## src/rtl/als_sample_sequencer_if.sv

```systemverilog
// Signal bundle between the ALS sample sequencer, the PMOD pins and the sample consumer.
// The slave modport is the sequencer's view; master is the driving/consuming side.
interface als_sample_sequencer_if;
  logic       i_enable;
  logic       i_start;
  logic       i_miso;
  logic       o_cs_n;
  logic       o_sclk;
  logic [7:0] o_data;
  logic       o_valid;
  logic       o_busy;

  modport master (
    output i_enable,
    output i_start,
    output i_miso,
    input  o_cs_n,
    input  o_sclk,
    input  o_data,
    input  o_valid,
    input  o_busy
  );

  modport slave (
    input  i_enable,
    input  i_start,
    input  i_miso,
    output o_cs_n,
    output o_sclk,
    output o_data,
    output o_valid,
    output o_busy
  );
endinterface

```

## src/rtl/als_sample_sequencer.sv

```systemverilog
// ADC081S021 (Digilent ALS PMOD) conversion sequencer: SPI clocking, chip-select and
// 8-bit sample extraction, triggered periodically or on demand.
module als_sample_sequencer #(
  parameter int unsigned HALF_PERIOD   = 25,
  parameter int unsigned SAMPLE_PERIOD = 100000
) (
  input logic                   i_clock,
  input logic                   i_aresetn,
  als_sample_sequencer_if.slave bus
);

  localparam int unsigned HalfW = $clog2(HALF_PERIOD);
  localparam int unsigned IntW  = $clog2(SAMPLE_PERIOD);

  localparam logic [HalfW-1:0] HalfLast   = HalfW'(HALF_PERIOD - 1);
  localparam logic [HalfW-1:0] HalfPenult = HalfW'(HALF_PERIOD - 2);
  localparam logic [IntW-1:0]  IntLast    = IntW'(SAMPLE_PERIOD - 1);

  localparam logic [2:0] StIdle  = 3'd0;
  localparam logic [2:0] StSetup = 3'd1;
  localparam logic [2:0] StShift = 3'd2;
  localparam logic [2:0] StHold  = 3'd3;
  localparam logic [2:0] StQuiet = 3'd4;

  logic [2:0]       state_q, state_d;
  logic [HalfW-1:0] half_q, half_d;
  logic [3:0]       bit_q, bit_d;
  logic [IntW-1:0]  interval_q, interval_d;
  logic             pending_q, pending_d;
  logic             cs_n_q, cs_n_d;
  logic             sclk_q, sclk_d;
  logic [15:0]      shift_q, shift_d;
  logic [7:0]       data_q, data_d;
  logic             valid_q, valid_d;

  logic wrap;
  logic req;
  logic half_done;

  // Interval counter only runs while periodic sampling is enabled.
  always_comb begin
    interval_d = interval_q;
    wrap       = 1'b0;
    if (!bus.i_enable) begin
      interval_d = '0;
    end else if (interval_q == IntLast) begin
      interval_d = '0;
      wrap       = 1'b1;
    end else begin
      interval_d = interval_q + IntW'(1);
    end
  end

  assign req       = bus.i_start | wrap;
  assign half_done = (half_q == HalfLast);

  always_comb begin
    state_d   = state_q;
    half_d    = half_done ? '0 : half_q + HalfW'(1);
    bit_d     = bit_q;
    pending_d = pending_q;
    cs_n_d    = cs_n_q;
    sclk_d    = sclk_q;
    shift_d   = shift_q;
    data_d    = data_q;
    valid_d   = 1'b0;

    // Requests arriving while a frame is in flight collapse into one follow-up frame.
    if ((state_q != StIdle) && req) begin
      pending_d = 1'b1;
    end

    case (state_q)
      StIdle: begin
        half_d = '0;
        if (req || pending_q) begin
          state_d   = StSetup;
          cs_n_d    = 1'b0;
          pending_d = 1'b0;
          shift_d   = '0;
        end
      end
      StSetup: begin
        if (half_done) begin
          state_d = StShift;
          sclk_d  = 1'b0;
          bit_d   = '0;
        end
      end
      StShift: begin
        if (half_done) begin
          if (!sclk_q) begin
            // The ADC shifted this bit a full half-period ago on the falling edge.
            sclk_d  = 1'b1;
            shift_d = {shift_q[14:0], bus.i_miso};
          end else if (bit_q == 4'd15) begin
            state_d = StHold;
          end else begin
            sclk_d = 1'b0;
            bit_d  = bit_q + 4'd1;
          end
        end
      end
      StHold: begin
        // CS stays low one more half-period after the last SCLK rise.
        if (half_done) begin
          state_d = StQuiet;
          cs_n_d  = 1'b1;
        end
      end
      StQuiet: begin
        if (half_q == HalfPenult) begin
          valid_d = 1'b1;
          data_d  = shift_q[12:5];
        end
        if (half_done) begin
          state_d = StIdle;
          bit_d   = '0;
        end
      end
      default: begin
        state_d = StIdle;
        half_d  = '0;
        cs_n_d  = 1'b1;
        sclk_d  = 1'b1;
      end
    endcase
  end

  always_ff @(posedge i_clock or negedge i_aresetn) begin
    if (!i_aresetn) begin
      state_q    <= StIdle;
      half_q     <= '0;
      bit_q      <= '0;
      interval_q <= '0;
      pending_q  <= 1'b0;
      cs_n_q     <= 1'b1;
      sclk_q     <= 1'b1;
      shift_q    <= '0;
      data_q     <= '0;
      valid_q    <= 1'b0;
    end else begin
      state_q    <= state_d;
      half_q     <= half_d;
      bit_q      <= bit_d;
      interval_q <= interval_d;
      pending_q  <= pending_d;
      cs_n_q     <= cs_n_d;
      sclk_q     <= sclk_d;
      shift_q    <= shift_d;
      data_q     <= data_d;
      valid_q    <= valid_d;
    end
  end

  assign bus.o_cs_n  = cs_n_q;
  assign bus.o_sclk  = sclk_q;
  assign bus.o_data  = data_q;
  assign bus.o_valid = valid_q;
  assign bus.o_busy  = (state_q != StIdle);

endmodule

```

## src/flat_wrapper.sv

```systemverilog
// flat-port wrapper written by rule: the top's interface ports become plain ports
module als_sample_sequencer_flat 
#(
  parameter int unsigned HALF_PERIOD   = 25,
  parameter int unsigned SAMPLE_PERIOD = 100000
)
  (i_clock, i_aresetn, bus_i_enable, bus_i_start, bus_i_miso, bus_o_cs_n, bus_o_sclk, bus_o_data, bus_o_valid, bus_o_busy);
  als_sample_sequencer_if bus_i ();
  input logic i_clock;
  input logic i_aresetn;
  input wire logic [$bits(bus_i.i_enable)-1:0] bus_i_enable;
  input wire logic [$bits(bus_i.i_start)-1:0] bus_i_start;
  input wire logic [$bits(bus_i.i_miso)-1:0] bus_i_miso;
  output wire logic [$bits(bus_i.o_cs_n)-1:0] bus_o_cs_n;
  output wire logic [$bits(bus_i.o_sclk)-1:0] bus_o_sclk;
  output wire logic [$bits(bus_i.o_data)-1:0] bus_o_data;
  output wire logic [$bits(bus_i.o_valid)-1:0] bus_o_valid;
  output wire logic [$bits(bus_i.o_busy)-1:0] bus_o_busy;
  assign bus_i.i_enable = bus_i_enable;
  assign bus_i.i_start = bus_i_start;
  assign bus_i.i_miso = bus_i_miso;
  assign bus_o_cs_n = bus_i.o_cs_n;
  assign bus_o_sclk = bus_i.o_sclk;
  assign bus_o_data = bus_i.o_data;
  assign bus_o_valid = bus_i.o_valid;
  assign bus_o_busy = bus_i.o_busy;
  als_sample_sequencer #(.HALF_PERIOD(HALF_PERIOD), .SAMPLE_PERIOD(SAMPLE_PERIOD)) u_core (.i_clock(i_clock), .i_aresetn(i_aresetn), .bus(bus_i));
endmodule
```

## config.mk

```make
export PLATFORM = sky130hd
export DESIGN_NAME = als_sample_sequencer_flat
export DESIGN_NICKNAME = d
export VERILOG_FILES = /design/src/rtl/als_sample_sequencer_if.sv /design/src/rtl/als_sample_sequencer.sv /design/src/flat_wrapper.sv
export SDC_FILE = /design/constraint.sdc
export NUM_CORES = 1
export LEC_CHECK = 0
export BUFFER_PORTS_ARGS = -buffer_cell sky130_fd_sc_hd__buf_2
export CAP_MARGIN = 20
export CORE_UTILIZATION = 63
export CTS_BUF_LIST = sky130_fd_sc_hd__clkbuf_4
export CTS_CLUSTER_DIAMETER = 100
export DETAILED_ROUTE_END_ITERATION = 6
export PLACE_DENSITY = 0.82
export SLEW_MARGIN = 20
export SYNTH_ARGS = -nofsm -noshare
export SYNTH_HDL_FRONTEND = slang
export SYNTH_SLANG_ARGS = --single-unit
```

## constraint.sdc

```tcl
create_clock -name i_clock -period 2.1 [get_ports i_clock]
set_input_delay 0.315 -clock i_clock [delete_from_list [all_inputs] [get_ports i_clock]]
set_output_delay 0.315 -clock i_clock [all_outputs]
set_load 0.05 [all_outputs]
```

* Word level (Yosys, flattened, before mapping)
Index checks and enable logic that the tools add are counted.
** Storage, ports and cells
- Flip-flop bits (word level) :: 54
- Bits of input ports :: 5
- Output and inout port bits :: 12
- Logic and storage cells :: 86
** Operators by class
- Add/sub/neg operators :: 3
- Equal/unequal tests :: 18
- Muxes and demuxes :: 36
- Bitwise operators :: 3
- Reduce and logical (&&, ||, !) cells :: 16
** Operators by type and width (count)
- 13-bit 2-to-1 mux :: 3
- 17-bit 2-to-1 mux :: 2
- 13-bit one-hot mux with 2 select lines :: 1
- 3-bit 2-to-1 mux :: 7
- 17-bit by 1-bit adder with 17-bit output (second input constant) :: 1
- 17-bit equality test (second input constant) :: 1
- 4-bit 2-to-1 mux :: 4
- 2-bit by 1-bit != test with 1-bit output (second input constant) :: 8
- 3-bit one-hot mux with 5 select lines :: 1
- 1-bit 2-to-1 mux :: 13
- 5-bit equality test (second input constant) :: 2
- 5-bit 2-to-1 mux :: 2
- 4-bit one-hot mux with 2 select lines :: 1
- 7-bit AND reduction :: 1
- 3-bit by 2-bit equality test with 1-bit output (second input constant) :: 2
- 1-bit one-hot mux with 3 select lines :: 2
- 3-bit AND reduction :: 2
- 3-bit OR reduction :: 2
- 5-bit by 1-bit adder with 5-bit output (second input constant) :: 1
- 5-bit AND reduction :: 1
- 4-bit by 1-bit adder with 4-bit output (second input constant) :: 1
- 4-bit equality test (second input constant) :: 1
- 2-bit != test (second input constant) :: 2
- 4-bit AND reduction :: 1
- other kinds (12) :: 14

* Longest topological paths before layout
Gate-level depths: netlist (run 1).
- Word-level depth :: 8
- Mapped depth :: 7
- Gate-level depth less buffers :: 6

* Worst setup path after synthesis (run 1)
Ideal clock, no wire load.
- Kind :: flip-flop to flip-flop
- Start point :: register u_core.half_q[0]
- End point :: register u_core.shift_q[10]
- Library setup time :: 0.069 ns
- Arrival time :: 1.714 ns
- Required time :: 2.031 ns
- Path slack :: 0.317 ns
- Cell stages (with the launch flop) :: 8
- Path buffers :: 1
- Period minus slack after synthesis :: 1.783 ns
- Path through :: dfrtp_1 -> inv_1 -> ha_1 -> nand4b_1 -> nor3_2 -> buf_4 -> mux2_1 -> nand3_1
** On the way
- Longest elaborated chain between the ends :: 3
** Ends and longest elaborated chain
- start: declaration :: RTL line als_sample_sequencer.sv:26 : logic [HalfW-1:0] half_q, half_d;
- start signal: assignment :: RTL line als_sample_sequencer.sv:144 : half_q <= half_d;
- 5-bit equality test :: RTL line als_sample_sequencer.sv:55 : assign half_done = (half_q == HalfLast);
- 2-bit by 1-bit != test with 1-bit output (no source line)
- 4-bit AND reduction (no source line)
- end signal: assignment :: RTL line als_sample_sequencer.sv:150 : shift_q <= shift_d;
- end: declaration :: RTL line als_sample_sequencer.sv:32 : logic [15:0] shift_q, shift_d;
No other way between the ends.
A chain may end at the register's enable or synchronous reset.

* Final worst setup path (run 1)
- Start point :: register u_core.interval_q[0]
- End point :: register u_core.interval_q[16]
** On the way
- Longest elaborated chain between the ends :: 3
- Elaborated cells between the ends (all ways) :: 4
- Those cells by class :: add/sub: 1; eq/ne: 1; mux: 2
** Ends and longest elaborated chain
- start: declaration :: RTL line als_sample_sequencer.sv:28 : logic [IntW-1:0] interval_q, interval_d;
- start signal: assignment :: RTL line als_sample_sequencer.sv:146 : interval_q <= interval_d;
- 17-bit by 1-bit adder with 17-bit output or 17-bit equality test (tied branches) :: RTL line als_sample_sequencer.sv:50, als_sample_sequencer.sv:46
- 17-bit 2-to-1 mux (*) :: RTL line als_sample_sequencer.sv:46 : end else if (interval_q == IntLast) begin
- 17-bit 2-to-1 mux (*) :: RTL line als_sample_sequencer.sv:44 : if (!bus.i_enable) begin
- via u_core.interval_d[16] :: RTL line als_sample_sequencer.sv:28
The timed path passes the listed nets; every way through them passes the cells marked *.

==> results of run 1 <==
==> cell type report <==
type | count | area (µm²) | share of cell area, %
tap | 50 | 62.6 | 2.05
timing repair buffer | 25 | 163 | 5.33
inverter | 11 | 41.3 | 1.35
clock buffer | 5 | 37.5 | 1.23
multi-input combinational | 199 | 1370 | 44.9
sequential | 54 | 1350 | 44.4
clock inverter | 3 | 21.3 | 0.698
==> timing repair <==
item,in CTS,in global routing
hold endpoints to repair,21,0
buffers inserted,0,0
hold buffers,1,0
==> stage by stage <==
step	instance area, µm²	utilization, %	power, mW	hold WS [ns]	cells
floorplan	2820	-	2.18	0.0194	277
global placement	2980	71.9	2.38	0.320	338
detailed placement	2980	71.9	2.42	0.322	338
CTS	3050	73.6	2.87	0.212	347
global route	3050	73.6	3.07	0.215	347
finish	3050	73.6	2.86	0.228	347
==> state kept, by name (all words and copies together), names as in the netlist <==
name,count
u_core.bit_q,4
u_core.interval_q,17
u_core.state_q,3
u_core.shift_q,13
u_core.bus.o_sclk,1
u_core.half_q,5
u_core.bus.o_cs_n,1
u_core.bus.o_valid,1
u_core.pending_q,1
u_core.bus.o_data,8
==> cells in the final DEF (no fill, tap or decap), types with 3 or more instances in the layout <==
master,n
o2111ai_1,11
xnor2_1,10
nand2_1,36
a211oi_1,4
a21oi_1,5
dfrtp_1,52
nor2_1,26
ha_1,4
clkbuf_4,5
mux2_2,5
o21ai_0,4
xor2_1,8
mux2_1,16
buf_4,7
buf_2,16
nand4_1,4
and2_1,3
inv_1,10
nand3_1,21
or4_1,3
or3_1,5
==> critical path, stage by stage (launching register included) <==
cell and delay (ns):
dfrtp_1 0.47, ha_1 0.26, nand4_1 0.19, or3_1 0.40, or4_1 0.41, a21oi_1 0.15
==> power breakdown <==
part	internal (mW)	switching, mW	leakage (nW)
Clock	0.132	0.323	0.0328
Sequential	1.26	0.227	0.662
Combinational	0.385	0.532	0.667
Total	1.78	1.08	1.36
==> routing by layer <==
layer	global-route usage (%)	up-vias	part of all wire [%]
met1	31.5	1016	44
met2	43.3	54	49
met5	0	-	0
li1	-	1033	-
met3	4.44	9	4.8
met4	9.18	0	1.5
==> cells by family after synthesis <==
kind of cell	after synthesis	synth area share [%]
xor+xnor	18	5.59
flops	54	48.0
buf+inv	24	3.33
simple gates	120	23.3
mux	21	8.39
compound gates	36	9.55
fa+ha+maj	4	1.78
==> final timing paths <==
path / from / endpoint / slack, ns
min reg2reg: u_core.half_q[0]$_DFF_PN0_ / u_core.half_q[0]$_DFF_PN0_ / 0.50
min: bus_i_enable / u_core.interval_q[1]$_DFF_PN0_ / 0.23
max reg2reg: u_core.interval_q[0]$_DFF_PN0_ / u_core.interval_q[16]$_DFF_PN0_ / 0.16
min in group asynchronous: i_aresetn / u_core.shift_q[0]$_DFFE_PN0P_ / 0.43
max: u_core.interval_q[0]$_DFF_PN0_ / u_core.interval_q[16]$_DFF_PN0_ / 0.16
max in group asynchronous: i_aresetn / u_core.bus.o_cs_n$_DFFE_PN1P_ / 1.05
==> metrics.yaml, run 1 <==
outcome: "finished, final reports clean"
overflow: 0
antenna_found_initial: 0
synth_area_leader_cell: "dfrtp_1"
timing.setup.tns_ns: 0
setup_viol_count_final: 0
rows: 23
nets: 305
die_area_um2: 4740
ys_seq_elements: 54
yosysUniqueCellTypes: 49
die_y_um: 68.9
crit_arrival_ns: 2.26
grt_pass1_wl_um: 8730
p_per_area_nw_per_um2: 938
die_w_um: 68.9
relSlewSlack_pct: 64.0
antenna_left: 0
htree_levels: 2
grt_pass1_vias: 1944
grt_max_degree: 33
synth_top_area_share_pct: 46.2
drc: 0
cts_buffers: 5
drtPass1Iterations: 5
peakVddDrop_mv: 0.832
cts_sinks: 54
synth_seq_area_share_pct: 48.0
ys_warn_count: 0
crit_required_ns: 2.42
syn-num-nets: 286
cts.repair.resized: 0
core_area_um2: 4140
finalHoldViolCount: 0
finalCritPeriodShare_pct: 92.2
drt-initial-drc-count: 105
grt_usage_pct: 25.2
tightest_slew_ns: 0.541
end_kind: "register"
synth_common_cells: "dfrtp_1, nand2_1, nor2_1"
cts_tree: "yes"
finalWorstSetupSlack_ns: 0.163
n_fill_cell: 303
cp_max_fo: 4
netlist_area_um2: 2820
antenna_cells: 0
drive_gt1_share_pct: 16.8
io_buffers: 16
start_util_pct: 68.0
drv_cap: 0
rsz0062_at_grt: "false"
synth_ff_type: "dfrtp_1"
place_hpwl_um: 3800
wl_um: 5310
fmax_mhz: 516
layout-area-overhead-vs-synth_pct: 8.21
root_buffer: "clkbuf_4"
vias: 2112
pre_cts_slack_ns: 0.219
crit_type: "register to register"
synth-edff-count: 0
drt-wirelength-per-cell_um: 15.3
power_leakage_nw: 1.36
async_flop_share_pct: 100
skew_ns: 0.0150
vias_per_cell: 6.09
hold_depth: 2
post-route-min-period_ns: 1.94
slew_violations: 0
start_kind: "register"
cts.clk_slew.worst_paths_ns: 0.16
clkLatencyLatePin_ns: 0.38
syn_avg_cell_area_um2: 10.2
globalplace.congestion: 0.818
synth_most_common_cell: "dfrtp_1"
hp-class: "input port to register"
synth.area.top_cells: "dfrtp_1, mux2_1, nand2_1"
synthCells: 277
ff2ff_path_depth: 5
io_pins: 17
clock_path_buffers: 2
(Power assumes the default switching activity.)
==> run 2: changes to the inputs <==
==> constraint.sdc (replaced) <==
create_clock -name i_clock -period 2.1 [get_ports i_clock]
set_input_delay 0.21 -clock i_clock [delete_from_list [all_inputs] [get_ports i_clock]]
set_output_delay 0.21 -clock i_clock [all_outputs]
set_load 0.05 [all_outputs]
==> run 2 against run 1 <==
  * Worst setup slack worse by 0.016 ns
  * Power up 1.3%
  * Cell count unchanged
  * Final area about the same
  * Via count up 0.43%
  * Clock power grew 2%
  * Worst hold slack got worse by 0.098 ns
  * Utilization hardly changed
  * Non-clock buffer count is 1 higher
  * Register-to-register slack lost 0.02 ns
  * Critical path type unchanged
  * Largest cell class unchanged
  * Highest routed layer unchanged
==> metrics.yaml, run 2 (same netlist as run 1, synthesis figures left out) <==
setup_viol_count_final: 0  # unchanged
switchingPower_mw: 1.09  # +0.48%
post-route-min-period_ns: 1.95  # +0.0157 ns
io_pins: 17  # unchanged
finalHoldViolCount: 0  # unchanged
cpMaxStageDelayCell: "dfrtp_1"
start_util_pct: 68.0  # unchanged
drt-wirelength-per-cell_um: 15.6  # +1.8%
met1_length_um: 2450  # +4.5%
skew_ns: 0.00632  # -0.00865 ns
grt_pass1_wl_um: 8690  # -0.47%
die_w_um: 68.9  # unchanged
htree_levels: 2  # unchanged
cp_max_fo: 4  # unchanged
largest-register: "u_core.interval_q"
rows: 23  # unchanged
clkPwrFrac_pct: 15.9  # about the same
drtPass1Iterations: 4  # -1
crit_arrival_ns: 2.26  # about the same
root_buffer: "clkbuf_4"
cts.clk_slew.worst_paths_ns: 0.14  # -0.02 ns
place_hpwl_um: 3820  # +0.65%
pre_cts_slack_ns: 0.188  # -0.0316 ns
crit_required_ns: 2.41  # about the same
io_buffers: 16  # unchanged
grt_pass1_vias: 1982  # +2.0%
outcome: "finished, final reports clean"
drc: 0  # unchanged
end_kind: "register"
cts_sinks: 54  # unchanged
p_per_area_nw_per_um2: 950  # +1.3%
cpLargestDelayFamily: "simple AND/OR/NAND/NOR gates"
path_cells: "ha_1, nand4_1, or3_1, or4_1, a21oi_1"
slowest_delay_ns: 0.46  # about the same
clock_path_buffers: 2  # unchanged
finalWorstSetupSlack_ns: 0.147  # -0.0157 ns
finish.instance_area_um2: 3050  # about the same
cts_tree: "yes"
die_y_um: 68.9  # unchanged
internal_power_mw: 1.81  # +1.8%
antenna_found_initial: 0  # unchanged
vias_per_cell: 6.11  # +0.43%
dr_wl_met3_um: 192  # -25%
power_leakage_nw: 1.37  # +0.29%
mostFrequentLayoutCells: "dfrtp_1, nand2_1, nor2_1, nand3_1"
p_comb_share_pct: 32.7  # +0.7 points
critical_path_buf_inv_count: 0  # unchanged
switching_share_pct: 37.5  # -0.31 points
timing.setup.tns_ns: 0  # unchanged
layout.cells.most_common: "dfrtp_1"
pwr-share-seq_pct: 51.4  # -0.7 points
rsz0062_at_grt: "false"
fmax_mhz: 512  # -0.80%
relSlewSlack_pct: 62.4  # -1.6 points
grt_usage_pct: 25.3  # +0.12 points
globalplace.congestion: 0.797  # -2.6%
finalCritPeriodShare_pct: 93.0  # +0.75 points
start_kind: "register"
tightest_slew_ns: 0.565  # +0.0240 ns
routed.top_layer: "met4"
peakVddDrop_mv: 0.856  # +2.9%
drv_cap: 0  # unchanged
largest_reg_flops: 17  # unchanged
crit_type: "register to register"
drt-initial-drc-count: 155  # +48%
instances_no_fill: 347  # unchanged
grt_max_degree: 32  # -3.0%
wl_met2_um: 2660  # +1.6%
overflow: 0  # unchanged
clkLatencyLatePin_ns: 0.38  # about the same
cts_buffers: 5  # unchanged
vias: 2121  # +0.43%
whs_ns: 0.130  # -0.0975 ns
antenna_left: 0  # unchanged
layout-area-overhead-vs-synth_pct: 8.26  # about the same
place_inst: 339  # +0.30%
core_area_um2: 4140  # unchanged
wl_um: 5400  # +1.8%
slew_violations: 0  # unchanged
hp-class: "input port to register"
drive_gt1_share_pct: 17.2  # +0.34 points
final_util_pct: 73.6  # about the same
nets: 306  # +0.33%
placed_area_um2: 2990  # +0.25%
die_area_um2: 4740  # unchanged
antenna_cells: 0  # unchanged
power_mw: 2.90  # +1.3%
[run 2: final cells by class]
class	instances	area, µm²
clock buffer	7	52.6
fill	298	1090
inverter	11	41.3
multi-input combinational	199	1370
sequential	54	1350
tap	50	62.6
timing repair buffer	26	170
[run 2: worst paths after layout]
kind / cells after the start / startpoint / slack [ns] / end
setup / recovery: 5 / u_core.interval_q[0]$_DFF_PN0_ / 0.15 / u_core.interval_q[16]$_DFF_PN0_
hold / removal: 2 / bus_i_enable / 0.13 / u_core.interval_q[1]$_DFF_PN0_
setup reg to reg: 5 / u_core.interval_q[0]$_DFF_PN0_ / 0.15 / u_core.interval_q[16]$_DFF_PN0_
hold reg to reg: 1 / u_core.bus.o_data[2]$_DFFE_PN0P_ / 0.50 / u_core.bus.o_data[2]$_DFFE_PN0P_
max in group asynchronous: 3 / i_aresetn / 1.14 / u_core.bus.o_cs_n$_DFFE_PN1P_
min in group asynchronous: 2 / i_aresetn / 0.35 / u_core.bit_q[1]$_DFFE_PN0P_
[run 2: timing repair]
| action | in CTS | in global routing |
|---|---|---|
| gates resized for setup | 0 | 0 |
| endpoints found under the hold margin | 22 | 0 |
| hold buffers | 1 | 0 |
| buffers inserted | 0 | 0 |
| endpoints found under the setup margin | 0 | 0 |
[run 2: per-layer routing]
metal	GRT usage, %	vias to the layer above
met5	0	-
met4	11.0	0
met3	6.09	7
met2	43.0	42
met1	30.4	1039
li1	-	1033
[run 2: power groups by stage]
stage                     Combinational, mW  Sequential (mW)  Clock, mW
final                                 0.948             1.49      0.461
after global routing                   1.06             1.52      0.501
after CTS                             0.951             1.48      0.473
after detailed placement              0.948             1.51          0
after global placement                0.898             1.49          0
after floorplan                       0.695             1.49          0
==> run 3: changes to the inputs <==
--- a/config.mk
+++ b/config.mk
@@ -7,11 +7,11 @@
 export LEC_CHECK = 0
 export BUFFER_PORTS_ARGS = -buffer_cell sky130_fd_sc_hd__buf_2
 export CAP_MARGIN = 20
-export CORE_UTILIZATION = 63
+export CORE_UTILIZATION = 65
 export CTS_BUF_LIST = sky130_fd_sc_hd__clkbuf_4
 export CTS_CLUSTER_DIAMETER = 100
 export DETAILED_ROUTE_END_ITERATION = 6
-export PLACE_DENSITY = 0.82
+export PLACE_DENSITY = 0.84
 export SLEW_MARGIN = 20
 export SYNTH_ARGS = -nofsm -noshare
 export SYNTH_HDL_FRONTEND = slang
==> constraint.sdc (replaced) <==
create_clock -name i_clock -period 2.3 [get_ports i_clock]
set_input_delay 0.23 -clock i_clock [delete_from_list [all_inputs] [get_ports i_clock]]
set_output_delay 0.23 -clock i_clock [all_outputs]
set_load 0.05 [all_outputs]
==> run 3 against run 2 <==
  * Fmax fell by 1.5%
  * Register-to-register slack improved by 0.17 ns
  * Cell count did not move
  * Largest cell class unchanged
==> metrics.yaml, run 3 (same netlist as run 1, synthesis figures left out) <==
grtUsageMet1_pct: 31.4  # +0.99 points
grt_usage_pct: 26.2  # +0.87 points
finalWorstSetupSlack_ns: 0.317  # +0.170 ns
hp-class: "input port to register"
globalplace.congestion: 0.803  # +0.83%
io_buffers: 16  # unchanged
relSlewSlack_pct: 41.1  # -21 points
top_usage_layer: "met2"
timing.rr.end: "u_core.state_q[0]$_DFFE_PN0P_"
ff2ff_path_depth: 5  # unchanged
p_comb_share_pct: 31.1  # -1.6 points
cp-endpoint: "u_core.state_q[0]$_DFFE_PN0P_"
clock_path_buffers: 2  # unchanged
cts_sinks: 54  # unchanged
power_mw: 2.74  # -5.5%
mostFrequentLayoutCells: "dfrtp_1, nand2_1, nor2_1, nand3_1"
internal_power_mw: 1.73  # -4.4%
place_hpwl_um: 3700  # -3.2%
rows: 23  # unchanged
end_kind: "register"
met2_usage_pct: 44.6  # +1.6 points
grt_pass1_vias: 2025  # +2.2%
drtPass1Iterations: 4  # unchanged
p_per_area_nw_per_um2: 895  # -5.8%
htree_levels: 2  # unchanged
peakVddDrop_mv: 0.629  # -27%
path_cells: "ha_1, and4_2, nand4_4, or3_1, a221oi_1"
wl_um: 5330  # -1.3%
timing.setup.tns_ns: 0  # unchanged
grt_max_degree: 42  # +31%
switchingPower_mw: 1.01  # -7.3%
cp-startpoint: "u_core.interval_q[0]$_DFF_PN0_"
cts_buffers: 5  # unchanged
whs_ns: 0.147  # +0.0174 ns
start_util_pct: 69.0  # +0.96 points
skew_ns: 0.0129  # +0.00660 ns
layout-area-overhead-vs-synth_pct: 8.61
crit_required_ns: 2.59  # +0.18 ns
antenna_cells: 0  # unchanged
clkPwrFrac_pct: 19.3  # +3.4 points
core_area_um2: 4090  # -1.4%
layout.cells.most_common: "dfrtp_1"
crit_type: "register to register"
largest-register: "u_core.interval_q"
nets: 305  # -0.33%
drc: 0  # unchanged
vias_per_cell: 6.02  # -1.5%
drv_cap: 0  # unchanged
critical_path_buf_inv_count: 0  # unchanged
start_kind: "register"
overflow: 0  # unchanged
vias: 2090  # -1.5%
cts.clk_slew.worst_paths_ns: 0.15  # about the same
cts.repair.resized: 0  # unchanged
power_leakage_nw: 1.36  # -0.24%
pre_cts_slack_ns: 0.354  # +0.166 ns
post-route-min-period_ns: 1.98  # +0.0305 ns
die_y_um: 67.8  # -1.5%
tightest_slew_ns: 0.883  # +0.319 ns
pwr-share-seq_pct: 49.6  # -1.8 points
drive_gt1_share_pct: 17.2  # unchanged
path_depth: 5  # unchanged
finalHoldViolCount: 0  # unchanged
crit_arrival_ns: 2.28  # +0.02 ns
outcome: "finished, final reports clean"
switching_share_pct: 36.7  # -0.74 points
grt_pass1_wl_um: 8780  # +1.1%
cp_max_fo: 15  # +11
largest_reg_flops: 17  # unchanged
slowest_delay_ns: 0.45  # about the same
fmax_mhz: 504  # -1.5%
clkLatencyLatePin_ns: 0.39  # about the same
cpLargestDelayFamily: "simple AND/OR/NAND/NOR gates"
r2r_start: "u_core.interval_q[0]$_DFF_PN0_"
antenna_left: 0  # unchanged
reg2reg_setup_slack_ns: 0.32  # +0.17 ns
use_met3_pct: 6.17  # +0.081 points
n_fill_cell: 299  # +0.34%
drt-initial-drc-count: 95  # -39%
rsz0062_at_grt: "false"
place_inst: 338  # -0.29%
cts_tree: "yes"
root_buffer: "clkbuf_4"
die_w_um: 67.8  # -1.5%
drt-wirelength-per-cell_um: 15.4  # -1.3%
setup_viol_count_final: 0  # unchanged
antenna_found_initial: 0  # unchanged
slew_violations: 0  # unchanged
die_area_um2: 4600  # -3.0%
io_pins: 17  # unchanged
finalCritPeriodShare_pct: 86.2  # -6.8 points
instances_no_fill: 347  # unchanged
cpMaxStageDelayCell: "dfrtp_1"
## run 3: changes by cell type in the layout (fill, tap and decap cells not counted), sizes merged
| cell | delta |
|---|---|
| buf | -1 |
| bufinv | +1 |
| clkbuf | -2 |
| clkinvlp | +2 |
## run 3: routing by layer
metal	wire, µm	vias up
met5	0	-
met4	93	0
met3	220	8
met2	2640	48
met1	2380	1005
li1	-	1029
## run 3: worst min-delay path by stage
stage / startpoint / depth (start not counted) / end
finish: bus_i_enable / 2 / u_core.interval_q[1]$_DFF_PN0_
global route: bus_i_enable / 2 / u_core.interval_q[1]$_DFF_PN0_
CTS: bus_i_enable / 2 / u_core.interval_q[1]$_DFF_PN0_
detailed placement: i_aresetn / 1 / u_core.bit_q[0]$_DFFE_PN0P_
global placement: i_aresetn / 1 / u_core.interval_q[16]$_DFF_PN0_
floorplan: i_aresetn / 0 / u_core.bit_q[0]$_DFFE_PN0P_
## run 3: power by group through the flow
stage | Clock [mW] | Sequential [mW] | Combinational, mW
4_1_cts | 0.544 | 1.35 | 0.853
3_5_place_dp | 0 | 1.37 | 0.848
3_3_place_gp | 0 | 1.36 | 0.802
6_report | 0.529 | 1.36 | 0.853
2_1_floorplan | 0 | 1.36 | 0.634
5_1_grt | 0.573 | 1.39 | 0.961
## run 3: cell type report
type | instances | area (µm²) | area share [%]
flip-flops and latches | 54 | 1350 | 44.2
repair buffers | 25 | 150 | 4.91
clock buffers | 5 | 37.5 | 1.23
inverters | 11 | 41.3 | 1.35
multi-input cells | 199 | 1370 | 44.8
well taps | 50 | 62.6 | 2.04
clock inverters | 3 | 45.0 | 1.47
## run 3: per-stage QoR
stage	util, %	area (µm²)
2_1_floorplan	-	2820
3_3_place_gp	72.6	2970
3_5_place_dp	72.6	2970
4_1_cts	74.9	3060
5_1_grt	74.9	3060
6_report	74.9	3060
## run 3: what timing repair did
action / 4_1_cts / 5_1_grt
setup buffers: 0 / 0
endpoints found under the setup margin: 0 / 0
hold buffers: 1 / 0
hold endpoints to repair: 37 / 0
